<file path="config.mk">
export PLATFORM = sky130hd
export DESIGN_NAME = coor_transmitter
export DESIGN_NICKNAME = d
export VERILOG_FILES = /design/src/rtl/coor_transmitter_pkg.sv /design/src/rtl/coor_buffer.sv /design/src/rtl/coor_transmitter.sv
export SDC_FILE = /design/constraint.sdc
export NUM_CORES = 1
export LEC_CHECK = 0
export ABC_AREA = 1
export CAP_MARGIN = 20
export CORE_MARGIN = 5
export CORE_UTILIZATION = 25
export DETAILED_ROUTE_END_ITERATION = 7
export PLACE_DENSITY = 0.43
export SYNTH_ARGS = -nofsm -noshare
export SYNTH_HDL_FRONTEND = slang
export SYNTH_SLANG_ARGS = --single-unit
</file>
<file path="constraint.sdc">
create_clock -name Sender_clk -period 2.9 [get_ports Sender_clk]
set_clock_uncertainty 0.1 [all_clocks]
set_input_delay 0.29 -clock Sender_clk [delete_from_list [all_inputs] [get_ports Sender_clk]]
set_output_delay 0.29 -clock Sender_clk [all_outputs]
set_load 0.05 [all_outputs]
</file>
<file path="src/rtl/coor_transmitter_pkg.sv">
// Shared types and widths for the polygon-vertex transmitter.
package coor_transmitter_pkg;

  localparam int COOR_W = 9;            // one coordinate
  localparam int CNT_W  = 7;            // vertex counts / indices
  localparam int VTX_W  = 2 * COOR_W;   // packed {x, y} buffer entry

  typedef enum logic [2:0] {
    ST_IDLE     = 3'd0,
    ST_PRESENT  = 3'd1,
    ST_WAIT_LOW = 3'd2,
    ST_DONE     = 3'd3,
    ST_ERR      = 3'd4
  } state_e;

  // A transfer needs at least two vertices and must fit in the buffer.
  function automatic logic num_ok(input logic [CNT_W-1:0] n, input int depth);
    return (n >= CNT_W'(2)) && (int'(n) <= depth);
  endfunction

endpackage

</file>
<file path="src/rtl/coor_buffer.sv">
// Vertex store: DEPTH x {x, y}, one synchronous write port, one combinational read port.
module coor_buffer
  import coor_transmitter_pkg::*;
#(
  parameter int DEPTH  = 16,
  parameter int ADDR_W = 4
) (
  input  logic              clk,
  input  logic              we,
  input  logic [ADDR_W-1:0] waddr,
  input  logic [VTX_W-1:0]  wdata,
  input  logic [ADDR_W-1:0] raddr,
  output logic [VTX_W-1:0]  rdata
);

  logic [VTX_W-1:0] mem_q [DEPTH];

  // Contents are deliberately not reset so a reset keeps the loaded polygon.
  always_ff @(posedge clk) begin
    if (we && (int'(waddr) < DEPTH)) begin
      mem_q[waddr] <= wdata;
    end
  end

  // Addresses past DEPTH (non power-of-two depths) read as zero.
  assign rdata = (int'(raddr) < DEPTH) ? mem_q[raddr] : '0;

endmodule

</file>
<file path="src/rtl/coor_transmitter.sv">
// Presents buffered polygon vertices one at a time to the receiver, advancing on
// each rising edge of tranFlag, with a watchdog on the acknowledge handshake.
module coor_transmitter
  import coor_transmitter_pkg::*;
#(
  parameter int DEPTH   = 16,
  parameter int ADDR_W  = 4,
  parameter int TIMEOUT = 255
) (
  input  logic              Sender_clk,
  input  logic              Sender_rst,
  input  logic              wr_en,
  input  logic [ADDR_W-1:0] wr_addr,
  input  logic [COOR_W-1:0] wr_x,
  input  logic [COOR_W-1:0] wr_y,
  input  logic [CNT_W-1:0]  num,
  input  logic              start,
  input  logic              clr,
  input  logic              tranFlag,
  output logic [CNT_W-1:0]  coorQ,
  output logic [COOR_W-1:0] coorX,
  output logic [COOR_W-1:0] coorY,
  output logic              busy,
  output logic              done,
  output logic              err,
  output logic [CNT_W-1:0]  sent_cnt
);

  localparam int TMR_W = $clog2(TIMEOUT + 1);

  state_e            state_q;
  logic [CNT_W-1:0]  num_q;
  logic [CNT_W-1:0]  idx_q;
  logic [TMR_W-1:0]  timer_q;
  logic              ack_q;

  logic              ack_edge;
  logic              timer_expired;
  logic              buf_we;
  logic [ADDR_W-1:0] rd_addr;
  logic [VTX_W-1:0]  rd_data;
  logic [VTX_W-1:0]  first_vtx;

  assign ack_edge      = tranFlag & ~ack_q;
  assign timer_expired = (timer_q == TMR_W'(TIMEOUT - 1));
  assign buf_we        = wr_en & (state_q == ST_IDLE);
  // In IDLE the read port looks at vertex 0; while transferring it looks one ahead.
  assign rd_addr       = (state_q == ST_IDLE) ? '0 : ADDR_W'(idx_q + CNT_W'(1));
  // Forward a same-cycle write to entry 0 so start sees it.
  assign first_vtx     = (buf_we && (wr_addr == '0)) ? {wr_x, wr_y} : rd_data;

  coor_buffer #(
    .DEPTH  (DEPTH),
    .ADDR_W (ADDR_W)
  ) u_buf (
    .clk   (Sender_clk),
    .we    (buf_we),
    .waddr (wr_addr),
    .wdata ({wr_x, wr_y}),
    .raddr (rd_addr),
    .rdata (rd_data)
  );

  // Transfer FSM with acknowledge edge detector, watchdog timer and registered outputs.
  always_ff @(posedge Sender_clk or negedge Sender_rst) begin
    if (!Sender_rst) begin
      state_q  <= ST_IDLE;
      num_q    <= '0;
      idx_q    <= '0;
      timer_q  <= '0;
      ack_q    <= 1'b0;
      coorQ    <= '0;
      coorX    <= '0;
      coorY    <= '0;
      busy     <= 1'b0;
      done     <= 1'b0;
      err      <= 1'b0;
      sent_cnt <= '0;
    end else begin
      ack_q <= tranFlag;
      case (state_q)
        ST_IDLE: begin
          if (start) begin
            if (num_ok(num, DEPTH)) begin
              num_q    <= num;
              idx_q    <= '0;
              timer_q  <= '0;
              sent_cnt <= '0;
              coorQ    <= num;
              coorX    <= first_vtx[VTX_W-1:COOR_W];
              coorY    <= first_vtx[COOR_W-1:0];
              busy     <= 1'b1;
              state_q  <= ST_PRESENT;
            end else begin
              err     <= 1'b1;
              state_q <= ST_ERR;
            end
          end
        end
        ST_PRESENT: begin
          if (ack_edge) begin
            sent_cnt <= sent_cnt + CNT_W'(1);
            timer_q  <= '0;
            if (idx_q == num_q - CNT_W'(1)) begin
              busy    <= 1'b0;
              done    <= 1'b1;
              state_q <= ST_DONE;
            end else begin
              idx_q   <= idx_q + CNT_W'(1);
              coorX   <= rd_data[VTX_W-1:COOR_W];
              coorY   <= rd_data[COOR_W-1:0];
              state_q <= ST_WAIT_LOW;
            end
          end else if (timer_expired) begin
            timer_q <= TMR_W'(TIMEOUT);
            coorQ   <= '0;
            busy    <= 1'b0;
            err     <= 1'b1;
            state_q <= ST_ERR;
          end else begin
            timer_q <= timer_q + TMR_W'(1);
          end
        end
        ST_WAIT_LOW: begin
          // The timer keeps running so a stuck-high acknowledge still times out.
          if (timer_expired) begin
            timer_q <= TMR_W'(TIMEOUT);
            coorQ   <= '0;
            busy    <= 1'b0;
            err     <= 1'b1;
            state_q <= ST_ERR;
          end else begin
            timer_q <= timer_q + TMR_W'(1);
            if (!tranFlag) begin
              state_q <= ST_PRESENT;
            end
          end
        end
        ST_DONE: begin
          if (clr) begin
            coorQ    <= '0;
            sent_cnt <= '0;
            done     <= 1'b0;
            state_q  <= ST_IDLE;
          end
        end
        ST_ERR: begin
          if (clr) begin
            sent_cnt <= '0;
            err      <= 1'b0;
            state_q  <= ST_IDLE;
          end
        end
        default: begin
          state_q <= ST_IDLE;
        end
      endcase
    end
  end

endmodule

</file>
==> out/results.txt <==
Run status -> complete, no violations
Synth top cells by count -> nand2_1 (412), edfxtp_1 (288), nand3_1 (284)
Area of the mapped netlist -> 15700 sq um
Fill cell count -> 6560
CTS Hold Buffers Added -> 1
Top Ports -> 70
Yosys top cell by area -> edfxtp_1
Final WL -> 44300 um
Die X -> 261 um
NetSw -> 6.67 mW
Mapped Cells -> 1539
Synth top area share -> 55.0%
Top_reg_cell synth -> edfxtp_1
Total of max-cap violations -> 0
Place WS -> 479 ps
Crit Path Max Fanout -> 63
CTS Buf Count -> 41
Antenna cells -> 0
Internal power -> 10.6 mW
Setup_tns -> 0 ps
Logic pwr share -> 35.8%
Initial Util -> 25.1%
Root Buffer -> clkbuf_16
Worst hold path class -> in -> reg
Top-count cell post-synth -> nand2_1
GRT Total Usage -> 13.0%
Detailed Place HPWL -> 27600 um
Unrepaired setup endpoints after global routing -> no
Max Clock Freq -> 416 MHz
Critical Path AT -> 2750 ps
CP startpoint kind -> flip-flop
GRT Residual Overflow -> 0
Final worst slack -> 498 ps
CP endpoint kind -> flip-flop
Worst-Skew Late Latency -> 570 ps
Antenna violations before repair -> 0
Mean post-synth cell area -> 10.2 sq um
Switching part of the total power -> 38.5%
Minimum clock period -> 2400 ps
Routed len/inst -> 17.7 um
Seq/Total Area, Yosys -> 64.7%
Synth warnings -> 0
Part of the cycle the worst path needs -> 82.8%
Routed vias/inst -> 4.35
H-tree levels -> 2
Vias in the first global route -> 10800
Cell Pwr Density -> 917 nW/um^2
Net Count, Synth -> 1579
CTS tree -> yes
Core ar. -> 62600 sq um
Area contributors post-synth -> edfxtp_1 (55%), nand2_1 (9.8%), dfrtp_1 (9.7%)
Final hold vios -> 0
CTS clk-pin slew, worst paths -> 60 ps
Via count -> 10900
Crit path required time -> 3250 ps
Max-slew headroom -> 42.3%
Clock buffer depth -> 3
Design area -> 18900 sq um
Post-CTS Setup Inserts -> 0
Clock sink count -> 349
First-pass GRT wire length -> 68200 um
Least-Margin Pin Slew -> 863 ps
FF+latch count, synth -> 349
Clock group share of total power -> 29.4%
DIE AREA -> 68000 sq um
Detail Route Antenna Nets -> 0
DR pass1 iterations -> 5
Critical path type -> reg -> reg
Asr flop ratio synth -> 17.5%
Die height -> 261 um
Gpl congestion -> 0.779
# setup viols final -> 0
Row count -> 92
Fraction of layout cells with a size suffix above 1 -> 11.9%
PortBufs -> 69
Layout area overhead -> 20.1%
Pin count of the biggest net entering global routing -> 66
Placed Area -> 17600 sq um
Remaining DRCs -> 0
Post-synth EDFFs -> 288
Synth cell types -> 40
Max-slew violation count -> 0
Leak -> 7.48 nW
Worst VDD drop -> 0.000838 V
Reg power frac -> 34.8%
Initial drt markers -> 631
Net count, final -> 1666
Post-cts sizing count -> 0
[flip-flops by register name (all words and copies together), names as in the netlist]
name / cells
u_buf.mem_q: 288
state_q: 3
done: 1
num_q: 7
ack_q: 1
sent_cnt: 7
coorX: 9
timer_q: 8
idx_q: 7
coorQ: 7
err: 1
coorY: 9
busy: 1
[per-stage QoR]
stage	cells	util, %	hold slack (ps)	power (mW)
2_1_floorplan	1539	-	-106	10.4
3_3_place_gp	2428	28.0	266	12.4
3_5_place_dp	2428	28.0	273	12.4
4_1_cts	2504	30.1	138	17.6
5_1_grt	2504	30.1	166	18.5
6_report	2504	30.1	160	17.3
[layout make-up]
class,instances,area [sq um],share of cell area (%)
Clock buffer,49,1060,5.60
Inverter,126,475,2.52
Timing Repair Buffer,118,1160,6.13
Multi-Input combinational cell,990,4700,24.9
Clock inverter,26,246,1.31
Tap cell,846,1060,5.61
Sequential cell,349,10200,53.9
[power by group through the flow]
stage	Clock [mW]	Combinational (mW)	Sequential [mW]
after detailed placement	0	6.29	6.13
after CTS	5.25	6.32	6.03
after global routing	5.47	6.93	6.05
after global placement	0	6.31	6.13
final	5.09	6.20	6.02
after floorplan	0	3.79	6.62
[critical path, stage by stage, from the launching register on]
cell     delay [ps]
dfrtp_1         390
buf_4           210
inv_4           330
nand2_4         100
buf_12          200
o21ai_0         270
nand2_1         110
nand2_1          80
nand3_1         100
nand3_1          80
nand2_1         130
nand2_1          90
nand2_1          50
[worst paths after layout]
path / end / from / slack, ps / cells past startpoint
max: coorY[6] / idx_q[0] / 500 / 12
min: ack_q / tranFlag / 160 / 1
max reg2reg: coorY[6] / idx_q[0] / 500 / 12
min reg2reg: coorQ[6] / coorQ[6] / 370 / 2
max in group asynchronous: coorX[1] / Sender_rst / 1830 / 3
min in group asynchronous: coorY[5] / Sender_rst / 200 / 2
[routing by layer]
metal  vias up  track usage [%]  share of wire, %
li1       5375                -                 -
met1      5288             18.7                49
met2       182             20.6                46
met3        48             2.24               3.9
met4         0             2.92               1.5
met5         -                0                 0
[cells by family after synthesis]
kind of cell / Yosys count / share of synthesized area (%)
adder cells (fa/ha/maj): 5 / 0.398
buffers and inverters: 200 / 5.65
XOR/XNOR: 15 / 0.836
AO/OA/AOI/OAI: 66 / 2.24
flip-flops: 349 / 64.7
AND/OR/NAND/NOR: 903 / 26.1
multiplexers: 1 / 0.0716
[cell usage in the layout (no fill, tap or decap), types with 2 or more instances in the layout]
cell and instances:
nor2_4 2, inv_1 114, inv_2 10, nand3_1 284, nand2_1 412, o31ai_1 3, or2_2 50, xor2_1 9
clkbuf_1 8, edfxtp_1 288, o21ai_1 3, nand4_1 2, nor2_1 81, nand3b_1 36, a21oi_1 7, o21ai_0 44
nor3_1 7, xnor2_1 6, inv_6 3, buf_4 40, bufinv_16 4, ha_1 5, nand2_2 4, clkdlybuf4s50_1 68
buf_12 8, nand2_4 3, nor2_2 16, clkinv_1 11, clkinv_2 7, o22ai_1 6, clkbuf_16 41, dfrtp_1 61
(Power assumes the default switching activity.)
